File: src/rtl/umstr_ethii_pkg.sv
// Shared types for the Ethernet II round-robin mux: field widths, FSM state
// encoding and the registered header record.
package umstr_ethii_pkg;

    localparam int MAC_W   = 48;
    localparam int ETYPE_W = 16;

    typedef enum logic [1:0] {
        IDLE,
        SEND_HDR,
        SEND_PLD
    } state_t;

    typedef struct packed {
        logic [MAC_W-1:0]   dest;
        logic [MAC_W-1:0]   src;
        logic [ETYPE_W-1:0] etype;
    } eth_hdr_t;

endpackage

File: src/rtl/umstr_ethii_rr_mux_arb.sv
// Combinational channel arbiter for umstr_ethii_rr_mux. Round-robin starting
// after 'last'; defining UMSTR_ETHII_MUX_PRIO_EN selects fixed lowest-index priority.
module umstr_rr_arb #(
    parameter int NCH = 2
) (
    input  logic [NCH-1:0]         req,
    input  logic [$clog2(NCH)-1:0] last,
    output logic [$clog2(NCH)-1:0] gnt,
    output logic                   gnt_vld
);

    localparam int CW = $clog2(NCH);

`ifdef UMSTR_ETHII_MUX_PRIO_EN
    logic unused_last;
    assign unused_last = ^last;

    // Descending scan so the lowest requesting index is written last and wins.
    always_comb begin
        gnt     = '0;
        gnt_vld = 1'b0;
        for (int i = NCH - 1; i >= 0; i--) begin
            if (req[CW'(i)]) begin
                gnt     = CW'(i);
                gnt_vld = 1'b1;
            end
        end
    end
`else
    logic [CW-1:0] idx;

    // Scan offsets NCH..1 after 'last'; the smallest offset is written last and wins.
    always_comb begin
        gnt     = '0;
        gnt_vld = 1'b0;
        idx     = '0;
        for (int i = NCH; i >= 1; i--) begin
            idx = CW'((int'(last) + i) % NCH);
            if (req[idx]) begin
                gnt     = idx;
                gnt_vld = 1'b1;
            end
        end
    end
`endif

endmodule

File: src/rtl/umstr_ethii_rr_mux.sv
// Multiplexes NCH Ethernet II header+payload sources onto one header port and one
// payload stream. Arbitration mode is chosen by UMSTR_ETHII_MUX_PRIO_EN (see umstr_rr_arb).
module umstr_ethii_rr_mux
    import umstr_ethii_pkg::*;
#(
    parameter int NCH = 2,
    parameter int DW  = 32
) (
    input  logic                          clk,
    input  logic                          reset_n,
    input  logic [NCH-1:0][MAC_W-1:0]     ch_mac_dest_i,
    input  logic [NCH-1:0][MAC_W-1:0]     ch_mac_src_i,
    input  logic [NCH-1:0][ETYPE_W-1:0]   ch_mac_type_i,
    input  logic [NCH-1:0]                ch_mac_vld_i,
    output logic [NCH-1:0]                ch_mac_rdy_o,
    input  logic [NCH-1:0][DW-1:0]        ch_tdata_i,
    input  logic [NCH-1:0][DW/8-1:0]      ch_tkeep_i,
    input  logic [NCH-1:0]                ch_tvld_i,
    input  logic [NCH-1:0]                ch_tlast_i,
    output logic [NCH-1:0]                ch_trdy_o,
    output logic [MAC_W-1:0]              hdr_mac_dest_o,
    output logic [MAC_W-1:0]              hdr_mac_src_o,
    output logic [ETYPE_W-1:0]            hdr_mac_type_o,
    output logic                          hdr_mac_vld_o,
    input  logic                          hdr_mac_rdy_i,
    output logic [DW-1:0]                 user_tdata_o,
    output logic [DW/8-1:0]               user_tkeep_o,
    output logic                          user_tlast_o,
    output logic                          user_tvld_o,
    input  logic                          user_trdy_i,
    output logic [$clog2(NCH)-1:0]        hdr_ch_o,
    output logic [$clog2(NCH)-1:0]        user_ch_o
);

    localparam int CW = $clog2(NCH);

    state_t        state;
    state_t        state_nxt;
    logic [CW-1:0] g;
    logic [CW-1:0] last;
    logic [CW-1:0] gnt;
    logic          gnt_vld;
    logic          mac_rdy;
    logic          pld_rdy;
    logic          hdr_acc;
    logic          beat_acc;
    logic          arb_load;
    eth_hdr_t      hdr_in;
    eth_hdr_t      hdr_q;

    umstr_rr_arb #(.NCH(NCH)) u_arb (
        .req     (ch_mac_vld_i),
        .last    (last),
        .gnt     (gnt),
        .gnt_vld (gnt_vld)
    );

    assign mac_rdy  = ~hdr_mac_vld_o | hdr_mac_rdy_i;
    assign pld_rdy  = ~user_tvld_o | user_trdy_i;
    assign hdr_acc  = (state == SEND_HDR) && ch_mac_vld_i[g] && mac_rdy;
    assign beat_acc = (state == SEND_PLD) && ch_tvld_i[g] && pld_rdy;
    // Re-arbitrating on the closing beat avoids an IDLE bubble between frames.
    assign arb_load = (state == IDLE) || (beat_acc && ch_tlast_i[g]);

    assign hdr_in = '{dest: ch_mac_dest_i[g], src: ch_mac_src_i[g], etype: ch_mac_type_i[g]};
    assign hdr_mac_dest_o = hdr_q.dest;
    assign hdr_mac_src_o  = hdr_q.src;
    assign hdr_mac_type_o = hdr_q.etype;

    always_ff @(posedge clk or negedge reset_n) begin
        if (!reset_n) begin
            state <= IDLE;
        end else begin
            state <= state_nxt;
        end
    end

    always_comb begin
        state_nxt    = state;
        ch_mac_rdy_o = '0;
        ch_trdy_o    = '0;
        case (state)
            IDLE: begin
                if (gnt_vld) state_nxt = SEND_HDR;
            end
            SEND_HDR: begin
                ch_mac_rdy_o[g] = mac_rdy;
                if (hdr_acc) state_nxt = SEND_PLD;
            end
            SEND_PLD: begin
                ch_trdy_o[g] = pld_rdy;
                if (beat_acc && ch_tlast_i[g]) state_nxt = gnt_vld ? SEND_HDR : IDLE;
            end
            default: state_nxt = IDLE;
        endcase
    end

    // Reset pointer to NCH-1 so channel 0 is the first one served.
    always_ff @(posedge clk or negedge reset_n) begin
        if (!reset_n) begin
            g    <= '0;
            last <= CW'(NCH - 1);
        end else if (arb_load && gnt_vld) begin
            g    <= gnt;
            last <= gnt;
        end
    end

    always_ff @(posedge clk or negedge reset_n) begin
        if (!reset_n) begin
            hdr_mac_vld_o <= 1'b0;
            hdr_q         <= '0;
            hdr_ch_o      <= '0;
        end else if (hdr_acc) begin
            hdr_mac_vld_o <= 1'b1;
            hdr_q         <= hdr_in;
            hdr_ch_o      <= g;
        end else if (mac_rdy) begin
            hdr_mac_vld_o <= 1'b0;
        end
    end

    always_ff @(posedge clk or negedge reset_n) begin
        if (!reset_n) begin
            user_tvld_o  <= 1'b0;
            user_tdata_o <= '0;
            user_tkeep_o <= '0;
            user_tlast_o <= 1'b0;
            user_ch_o    <= '0;
        end else if (beat_acc) begin
            user_tvld_o  <= 1'b1;
            user_tdata_o <= ch_tdata_i[g];
            user_tkeep_o <= ch_tkeep_i[g];
            user_tlast_o <= ch_tlast_i[g];
            user_ch_o    <= g;
        end else if (pld_rdy) begin
            user_tvld_o  <= 1'b0;
        end
    end

endmodule

File: config.mk
export PLATFORM = sky130hd
export DESIGN_NAME = umstr_ethii_rr_mux
export DESIGN_NICKNAME = d
export VERILOG_FILES = /design/src/rtl/umstr_ethii_pkg.sv /design/src/rtl/umstr_ethii_rr_mux_arb.sv /design/src/rtl/umstr_ethii_rr_mux.sv
export SDC_FILE = /design/constraint.sdc
export NUM_CORES = 1
export LEC_CHECK = 0
export BUFFER_PORTS_ARGS = -buffer_cell sky130_fd_sc_hd__buf_2
export CORE_AREA = 8 8 174 176
export CTS_CLUSTER_SIZE = 16
export DETAILED_ROUTE_END_ITERATION = 10
export DIE_AREA = 0 0 182 184
export PLACE_DENSITY_LB_ADDON = 0.15
export REMOVE_ABC_BUFFERS = 1
export SLEW_MARGIN = 25
export SYNTH_ARGS = -nofsm -noshare
export SYNTH_HDL_FRONTEND = slang
export SYNTH_SLANG_ARGS = --single-unit
File: constraint.sdc
create_clock -name clk -period 2.2 [get_ports clk]
set_input_delay 0.22 -clock clk [delete_from_list [all_inputs] [get_ports clk]]
set_output_delay 0.22 -clock clk [all_outputs]
set_load 0.03 [all_outputs]
==> results of run 1 <==
## through the flow
stage | utilization | setup slack [ps]
detailed placement | 0.385 | 312
global route | 0.406 | 185
global placement | 0.385 | 337
floorplan | - | -6460
CTS | 0.406 | 296
finish | 0.406 | 318
## final timing paths
check                               from                 to  slack [ps]  depth (start not counted)
setup / recovery                       g  hdr_mac_src_o[24]         320                          5
hold / removal             ch_tdata_i[7]    user_tdata_o[7]          90                          3
setup reg to reg                       g  hdr_mac_src_o[24]         320                          5
hold reg to reg                user_ch_o          user_ch_o         500                          1
max in group asynchronous        reset_n               last        1150                          3
min in group asynchronous        reset_n   user_tdata_o[17]         360                          2
## power breakdown
group | internal (mW) | switching (mW)
clock | 1.48 | 1.32
combinational | 4.18 | 5.92
sequential | 4.40 | 0.743
## flip-flops by register name, indices dropped and copies added, names as in the netlist, 2 cells and up
| signal | cells |
|---|---|
| hdr_mac_dest_o | 48 |
| hdr_mac_src_o | 48 |
| user_tdata_o | 32 |
| hdr_mac_type_o | 16 |
| user_tkeep_o | 4 |
| state | 2 |
## worst min-delay path, delay by kind of cell
| family | cells | cell delay, ps |
|---|---|---|
| AO/OA/AOI/OAI | 1 | 130 |
| multiplexers | 1 | 50 |
| buffers and inverters | 1 | 70 |
## cell families (layout without fill, tap and decap cells)
group	Yosys count	in the layout	synth area share
AOI/OAI and AO/OA	47	47	0.0339
muxes	265	265	0.398
and+or+nand+nor	56	56	0.0326
DFF	157	157	0.500
buffers and inverters	41	514	0.0352
## metal layers
layer  vias up  wire length, um  part of all wire
met3        17             1580             0.060
li1       2942                -                 -
met4         0              303             0.012
met1      2821            10200              0.39
met5         -                0                 0
met2       198            14000              0.54
## timing repair
action / CTS / global route
gates resized for setup: 0 / 0
hold endpoints to repair: 52 / 0
hold buffers: 1 / 0
## cell usage after synthesis, drive strengths merged
library cell  count
mux2            227
dfrtp           156
nor2             42
mux2i            38
a21oi            37
buf              36
nand2b            5
inv               3
nand3             3
o21ai             3
clkbuf            2
nand2             2
nor2b             2
o21bai            2
a211oi            1
dfstp             1
nand3b            1
nor3              1
o21a              1
o221ai            1
o22ai             1
o2bb2ai           1
## final cells by class
| type | count | area [um^2] |
|---|---|---|
| fill | 2737 | 16300 |
| sequential | 157 | 3930 |
| multi-input combinational | 368 | 3660 |
| timing repair buffer | 479 | 2560 |
| tap | 346 | 433 |
| clock buffer | 17 | 425 |
| clock inverter | 15 | 126 |
| inverter | 3 | 11.3 |
==> reports/metrics.cfg, run 1 <==
[placed_design]
dp_hpwl_um = 20700
placed_cells = 1352
placed_cell_area_um2 = 10600
place.gp.congestion = 0.822
io_buffers = 462

[critical_path]
end_kind = register
cpMaxStageDelayCell = dfrtp_4
path_class = register to register
path_cells = mux2i_4 > nor2_4 > buf_12 > buf_12 > mux2_2
crit_path_frequent_cell = buf_12
path_max_fanout = 33
slowest_delay_ps = 560
cp_data_required_time_ps = 2500
crit_family = multiplexers
start_kind = register
crit_buf_inv = 2
arrival_ps = 2180

[synthesis]
yosysWarnings = 0
synth_area_leaders = dfrtp_1 50%, mux2_2 25%, mux2_4 9.4%
synth_seq_cells = 157
yosysSeqAreaShare = 0.500
yosysUniqueCellTypes = 28
syn-cell-area_um2 = 7860
synth_top_area_share = 0.496
synth_top_area_cell = dfrtp_1
avgSynthCellArea_um2 = 13.9
synthCells = 566

[layout]
final_cells = 1385
area_growth_pct = 41.8
fin_nets = 1332
diodes = 0
final_cell_mix = 461 x buf_2, 178 x mux2_2, 155 x dfrtp_1
final_common_cell = buf_2
finalInstanceArea_um2 = 11200
drive_gt1_frac = 0.716

[routing]
wirelength_um = 26100
route.detailed.drc = 0
num_vias = 5978
drt_iter0_markers = 185
dr.pass1.iters = 4
detail_route.vias_per_cell = 4.32
ant_nets = 0
wire_per_inst_um = 18.8

[hold_path]
min_path_type = input pin to register

[global_route]
grt_pass1_vias = 6514
grt_use_met1 = 0.171
gr-usage-met2 = 0.273
grt_remaining_overflow = 0
antenna_found_initial = 1
grt_pass1_wl_um = 39400
grt-busiest-layer = met2
gr-usage-met3 = 0.0508
grt_usage = 0.152
grt_start_max_net_pins = 79

[pwr]
p_total_mw = 18.0
leakagePower_nw = 5.47
p_per_area_nw_per_um2 = 1620
ir_drop_mv = 0.673

[sta]
min_period_ps = 1880
whs_ps = 91.1
period_share = 0.855
report.final.setup_viol = 0
hold_viol = 0
max_freq_ghz = 0.531
relSlewSlack = 0.592
fin_skew_ps = 12.2
rsz0062_at_grt = false
tightest_slew_ps = 612
finalMaxSlewViolations = 0
finalSetupTns_ps = 0

[die]
start_util = 0.286
dieArea_um2 = 33500
num_rows = 61
die_y_um = 184
ios = 463
core_area_um2 = 27500
fp.dieW_um = 182

[clocking]
worstSkewPairLatency_ps = 420
cts_buffer_depth = 2
cts_tree = yes
root_buffer = clkbuf_16
cts-buffers-inserted = 17
path_clk_slew_ps = 70
post_cts_buffers = 0
htreeDepth = 4
clock_sinks = 157

[run]
drv_cap = 0

[run_status]
outcome = complete, no violations

No activity file was read; power rests on OpenSTA's default activity.
==> inputs of run 2 (changes only) <==
--- a/config.mk
+++ b/config.mk
@@ -7,6 +7,7 @@
 export LEC_CHECK = 0
 export BUFFER_PORTS_ARGS = -buffer_cell sky130_fd_sc_hd__buf_2
 export CORE_AREA = 8 8 174 176
+export CTS_BUF_LIST = sky130_fd_sc_hd__clkbuf_8
 export CTS_CLUSTER_SIZE = 16
 export DETAILED_ROUTE_END_ITERATION = 10
 export DIE_AREA = 0 0 182 184
@@ -15,4 +16,6 @@
 export SLEW_MARGIN = 25
 export SYNTH_ARGS = -nofsm -noshare
 export SYNTH_HDL_FRONTEND = slang
+export SYNTH_HIERARCHICAL = 1
 export SYNTH_SLANG_ARGS = --single-unit
+export TNS_END_PERCENT = 10
==> reports/metrics.cfg, run 2 <==
[global_route]
grt_usage = 0.147  ; was 0.152
grt_pass1_wl_um = 38400  ; was 39400 um
grt_start_max_net_pins = 133  ; was 79
antenna_found_initial = 1  ; unchanged
grt_pass1_vias = 6566  ; was 6514
grt_remaining_overflow = 0  ; unchanged

[sta]
rsz0062_at_grt = false  ; unchanged
fin_skew_ps = 24.3  ; was 12.2 ps
relSlewSlack = 0.648  ; was 0.592
hold_viol = 0  ; unchanged
report.final.setup_viol = 0  ; unchanged
finalMaxSlewViolations = 0  ; unchanged
period_share = 0.885  ; was 0.855
max_freq_ghz = 0.514  ; was 0.531 GHz
min_period_ps = 1950  ; was 1880 ps
tightest_slew_ps = 529  ; was 612 ps

[placed_design]
dp_hpwl_um = 20400  ; was 20700 um
io_buffers = 462  ; unchanged
place.gp.congestion = 0.810  ; was 0.822
placed_cells = 1419  ; was 1352
placed_cell_area_um2 = 10000  ; was 10600 um^2

[pwr]
p_sw_frac = 0.483  ; was 0.442
leakagePower_nw = 5.18  ; was 5.47 nW
intPower_mw = 8.54  ; was 10.1 mW
p_seq_frac = 0.306  ; was 0.285
ir_drop_mv = 0.567  ; was 0.673 mV
p_total_mw = 16.5  ; was 18.0 mW
p_comb_frac = 0.566  ; was 0.560
p_per_area_nw_per_um2 = 1580  ; was 1620 nW/um^2
clock_power_share = 0.129  ; was 0.155
p_sw_mw = 7.98  ; about the same

[routing]
ant_nets = 0  ; unchanged
detail_route.vias_per_cell = 4.30  ; was 4.32
route.detailed.drc = 0  ; unchanged
dr.pass1.iters = 4  ; unchanged
wire_per_inst_um = 17.7  ; was 18.8 um
num_vias = 6248  ; was 5978
wirelength_um = 25700  ; was 26100 um
drt_iter0_markers = 246  ; was 185

[synthesis]
synthCells = 646  ; was 566
yosysUniqueCellTypes = 23  ; was 28
synthTopCellsByCount = 156 x dfrtp_1, 117 x nor2_1, 114 x mux2i_1, 112 x a21oi_1, 75 x mux2_2  ; was 178 x mux2_2, 156 x dfrtp_1, 49 x mux2_4, 41 x nor2_1
async_reset_ff_frac = 1.00  ; unchanged
synth_flop_cell = dfrtp_1  ; unchanged
yosysSeqAreaShare = 0.530  ; was 0.500
synth_edf_count = 0  ; unchanged
synth.most_common_cell = dfrtp_1  ; was mux2_2
synth_top_area_cell = dfrtp_1  ; unchanged
synth_area_leaders = dfrtp_1 53%, mux2i_1 15%, mux2_2 11%  ; was dfrtp_1 50%, mux2_2 25%, mux2_4 9.4%
yosysWarnings = 6  ; was 0
avgSynthCellArea_um2 = 11.5  ; was 13.9 um^2
synth_seq_cells = 157  ; unchanged
syn-cell-area_um2 = 7420  ; was 7860 um^2
synth_top_area_share = 0.526  ; was 0.496

[critical_path]
r2r_start = g  ; unchanged
start_kind = register  ; unchanged
path_max_fanout = 43  ; was 33
r2r_slack_ps = 270  ; was 320 ps
end_kind = output port  ; was register
path_class = register to output port  ; was register to register
arrival_ps = 1730  ; was 2180 ps
rr_worst_depth = 5  ; unchanged
cp_data_required_time_ps = 1980  ; was 2500 ps
rr_endpoint = hdr_mac_dest_o[21]  ; was hdr_mac_src_o[24]

[layout]
fin_nets = 1400  ; was 1332
area_growth_pct = 41.0  ; was 41.8%
drive_gt1_frac = 0.529  ; was 0.716
final_cells = 1454  ; was 1385
final_cell_mix = 461 x buf_2, 155 x dfrtp_1, 116 x nor2_1  ; was 461 x buf_2, 178 x mux2_2, 155 x dfrtp_1
final_common_cell = buf_2  ; unchanged
finalInstanceArea_um2 = 10500  ; was 11200 um^2

[clocking]
worstSkewPairLatency_ps = 450  ; was 420 ps
cts-buffers-inserted = 17  ; unchanged
cts_buffer_depth = 2  ; unchanged
clock_sinks = 157  ; unchanged
cts_tree = yes  ; unchanged
htreeDepth = 4  ; unchanged
post_cts_buffers = 0  ; unchanged
path_clk_slew_ps = 100  ; was 70 ps
root_buffer = clkbuf_8  ; was clkbuf_16

[hold_path]
holdPathEnd = hdr_mac_dest_o[25]  ; was user_tdata_o[7]
hold_path_depth = 3  ; unchanged
min_path_type = input pin to register  ; unchanged
min_from = ch_mac_dest_i[25]  ; was ch_tdata_i[7]

[die]
dieArea_um2 = 33500  ; unchanged
num_rows = 61  ; unchanged
core_area_um2 = 27500  ; unchanged
start_util = 0.270  ; was 0.286
die_y_um = 184  ; unchanged
fp.dieW_um = 182  ; unchanged
ios = 463  ; unchanged

[run]
drv_cap = 0  ; unchanged

[run_status]
outcome = complete, no violations  ; unchanged

[run 2: cell count changes after synthesis, sizes merged, moves of 2 or more]
cell / change
nor2b: -2
mux2: -151
buf: +11
a21oi: +75
nand2: -2
inv: +2
clkbuf: -2
mux2i: +76
nor2: +75
[run 2: routing by layer]
| metal | share of wire | vias to the layer above | GRT usage |
|---|---|---|---|
| met2 | 0.51 | 273 | 0.255 |
| met4 | 0.014 | 0 | 0.0459 |
| met1 | 0.40 | 2814 | 0.168 |
| met5 | 0 | - | 0 |
| met3 | 0.079 | 15 | 0.0510 |
| li1 | - | 3146 | - |
[run 2: kinds of logic (layout without fill, tap and decap cells)]
| family | count (synthesis) | in the layout | share of synthesized area |
|---|---|---|---|
| AOI/OAI and AO/OA | 120 | 120 | 0.0841 |
| buffers and inverters | 52 | 513 | 0.0486 |
| DFF | 157 | 157 | 0.530 |
| muxes | 190 | 190 | 0.270 |
| other | 0 | 1 | 0 |
| and+or+nand+nor | 127 | 127 | 0.0681 |
[run 2: metrics by stage]
stage                     hold WS, ps   util  TNS (ps)  setup WS, ps
final                            61.2  0.381         0           254
after global routing             30.2  0.381         0           115
after CTS                        19.7  0.380         0          19.9
after detailed placement          201  0.365         0           354
after global placement            203  0.365         0           392
after floorplan                 -75.6      -  -1343780        -10240
[run 2: timing repair]
action | 4_1_cts | 5_1_grt
endpoints found under the hold margin | 43 | 0
hold buffers | 1 | 0
endpoints found under the setup margin | 0 | 2
gates resized for setup | 0 | 1
[run 2: final cells by class]
type	count	area, um^2
Fill cell	2807	17000
Antenna cell	1	2.50
Inverter	5	18.8
Clock inverter	14	133
Clock buffer	18	248
Sequential cell	157	3930
Timing Repair Buffer	476	2550
Multi-Input combinational cell	437	3140
Tap cell	346	433
[run 2: critical path, stage by stage, from the launching register on]
cell and delay, ps:
dfrtp_4 540, buf_16 280, inv_1 100, nor2_1 120, buf_2 230
[run 2: worst max path at each step]
stage	start	endpoint	cells past startpoint
final	g	ch_trdy_o[1]	4
after detailed placement	g	hdr_mac_dest_o[21]	5
after floorplan	g	hdr_ch_o	3
after global placement	g	hdr_mac_src_o[18]	5
after CTS	g	ch_trdy_o[1]	4
after global routing	g	ch_trdy_o[1]	4
[run 2: power by group through the flow]
stage	clock, mW	combinational, mW	sequential (mW)
floorplan	0	2.75	8.09
global placement	0	9.41	5.08
detailed placement	0	9.47	5.09
CTS	2.23	9.47	5.06
global route	2.34	10.1	5.28
finish	2.12	9.34	5.05
==> inputs of run 3 (changes only) <==
--- a/config.mk
+++ b/config.mk
@@ -6,16 +6,15 @@
 export NUM_CORES = 1
 export LEC_CHECK = 0
 export BUFFER_PORTS_ARGS = -buffer_cell sky130_fd_sc_hd__buf_2
-export CORE_AREA = 8 8 174 176
+export CORE_AREA = 8 8 172 174
 export CTS_BUF_LIST = sky130_fd_sc_hd__clkbuf_8
 export CTS_CLUSTER_SIZE = 16
 export DETAILED_ROUTE_END_ITERATION = 10
-export DIE_AREA = 0 0 182 184
+export DIE_AREA = 0 0 180 182
 export PLACE_DENSITY_LB_ADDON = 0.15
 export REMOVE_ABC_BUFFERS = 1
 export SLEW_MARGIN = 25
 export SYNTH_ARGS = -nofsm -noshare
 export SYNTH_HDL_FRONTEND = slang
-export SYNTH_HIERARCHICAL = 1
 export SYNTH_SLANG_ARGS = --single-unit
 export TNS_END_PERCENT = 10
==> reports/metrics.cfg, run 3 (synthesis gave the netlist of run 1 again) <==
[run_status]
outcome = complete, no violations  ; unchanged

[critical_path]
startpoint = g  ; unchanged
start_kind = register  ; unchanged
rr_worst_depth = 5  ; unchanged
arrival_ps = 2210  ; was 1730 ps
path_class = register to register  ; was register to output port
path_max_fanout = 17  ; was 43
r2r_start = g  ; unchanged
end_kind = register  ; was output port
cp_data_required_time_ps = 2520  ; was 1980 ps

[sta]
report.final.setup_viol = 0  ; unchanged
min_period_ps = 1890  ; was 1950 ps
relSlewSlack = 0.642  ; was 0.648
period_share = 0.860  ; was 0.885
fin_skew_ps = 20.7  ; was 24.3 ps
finalMaxSlewViolations = 0  ; unchanged
hold_viol = 0  ; unchanged
whs_ps = 75.6  ; was 61.2 ps
tightest_slew_ps = 538  ; was 529 ps
rsz0062_at_grt = false  ; unchanged
max_freq_ghz = 0.529  ; was 0.514 GHz

[routing]
wire_per_inst_um = 19.0  ; was 17.7 um
top_layer_used = met5  ; was met4
detail_route.vias_per_cell = 4.37  ; was 4.30
wl_met3_um = 1840  ; was 2040 um
route.detailed.drc = 0  ; unchanged
drt_iter0_markers = 176  ; was 246
wirelength_um = 26200  ; was 25700 um
num_vias = 6016  ; was 6248
drt-met1-wl_um = 10400  ; was 10300 um
routed-wl-met2_um = 13600  ; was 13000 um
dr.pass1.iters = 4  ; unchanged
ant_nets = 0  ; unchanged

[layout]
drive_gt1_frac = 0.713  ; was 0.529
diodes = 0  ; was 1
area_growth_pct = 39.4  ; was 41.0%
final_cells = 1377  ; was 1454
final_common_cell = buf_2  ; unchanged
fin_nets = 1329  ; was 1400
final_cell_mix = 461 x buf_2, 178 x mux2_2, 155 x dfrtp_1  ; was 461 x buf_2, 155 x dfrtp_1, 116 x nor2_1

[die]
dieArea_um2 = 32800  ; was 33500 um^2
die_y_um = 182  ; was 184 um
fp.dieW_um = 180  ; was 182 um
core_area_um2 = 26700  ; was 27500 um^2
num_rows = 60  ; was 61
start_util = 0.295  ; was 0.270
ios = 463  ; unchanged

[clocking]
worstSkewPairLatency_ps = 440  ; was 450 ps
root_buffer = clkbuf_8  ; unchanged
path_clk_slew_ps = 90  ; was 100 ps
ctsHoldBuffers = 1  ; unchanged
cts_tree = yes  ; unchanged
htreeDepth = 4  ; unchanged
cts_resized = 0  ; unchanged
clock_sinks = 157  ; unchanged
cts-buffers-inserted = 17  ; unchanged
post_cts_buffers = 0  ; unchanged
cts_buffer_depth = 2  ; unchanged

[placed_design]
io_buffers = 462  ; unchanged
placed_cells = 1344  ; was 1419
place.gp.congestion = 0.770  ; was 0.810
dp_hpwl_um = 20900  ; was 20400 um

[hold_path]
min_from = ch_tdata_i[10]  ; was ch_mac_dest_i[25]
min_path_type = input pin to register  ; unchanged
hold_path_depth = 3  ; unchanged

[global_route]
grt_pass1_wl_um = 40000  ; was 38400 um
grt_pass1_vias = 6756  ; was 6566
grt_start_max_net_pins = 78  ; was 133
antenna_found_initial = 1  ; unchanged
grt_remaining_overflow = 0  ; unchanged
grt_usage = 0.156  ; was 0.147

[pwr]
leakagePower_nw = 5.37  ; was 5.18 nW
p_total_mw = 17.4  ; was 16.5 mW
ir_drop_mv = 0.669  ; was 0.567 mV
p_per_area_nw_per_um2 = 1590  ; was 1580 nW/um^2

[run]
drv_cap = 0  ; unchanged

-- run 3: cell count changes in the layout (fill, tap and decap cells not counted), moves of 3 or more --
cell / change
mux2_2: +103
mux2i_1: -77
buf_12: +3
nor2_1: -75
a21oi_1: -75
mux2_4: +48
-- run 3: metal layers --
layer  up-vias  track usage
met1      2814        0.173
met2       244        0.283
met4         2       0.0407
met5         -            0
li1       2939            -
met3        17       0.0533
-- run 3: where the power goes --
group          leakage, nW  internal (mW)  switching, mW
Combinational         3.35           4.18           5.92
Sequential            1.83           4.39          0.775
Clock                0.189          0.916           1.20
-- run 3: layout make-up --
class,instances,area (um^2)
fillers,2648,15700
clock inverters,15,140
clock buffers,17,234
repair buffers,476,2550
multi-input cells,368,3660
inverters,3,11.3
flip-flops and latches,157,3930
well taps,341,427
-- run 3: metrics by stage --
| stage | setup slack [ps] | utilization | area [um^2] | TNS, ps |
|---|---|---|---|---|
| final | 308 | 0.411 | 11000 | 0 |
| after global routing | 176 | 0.411 | 11000 | 0 |
| after CTS | 259 | 0.411 | 11000 | 0 |
| after detailed placement | 279 | 0.397 | 10600 | 0 |
| after global placement | 309 | 0.397 | 10600 | 0 |
| after floorplan | -6460 | - | 7600 | -776540 |
-- run 3: critical path, cell delays in order (launching register included) --
cell and delay (ps):
dfrtp_4 590, mux2i_4 230, nor2_4 120, buf_12 170, buf_4 290, mux2_2 380
-- run 3: worst paths after layout --
| path | end | slack [ps] |
|---|---|---|
| hold / removal | user_tdata_o[10] | 80 |
| min in group asynchronous | hdr_mac_type_o[3] | 280 |
| max in group asynchronous | last | 1200 |
| setup / recovery | hdr_mac_dest_o[20] | 310 |
| hold reg to reg | hdr_mac_dest_o[37] | 510 |
| setup reg to reg | hdr_mac_dest_o[20] | 310 |
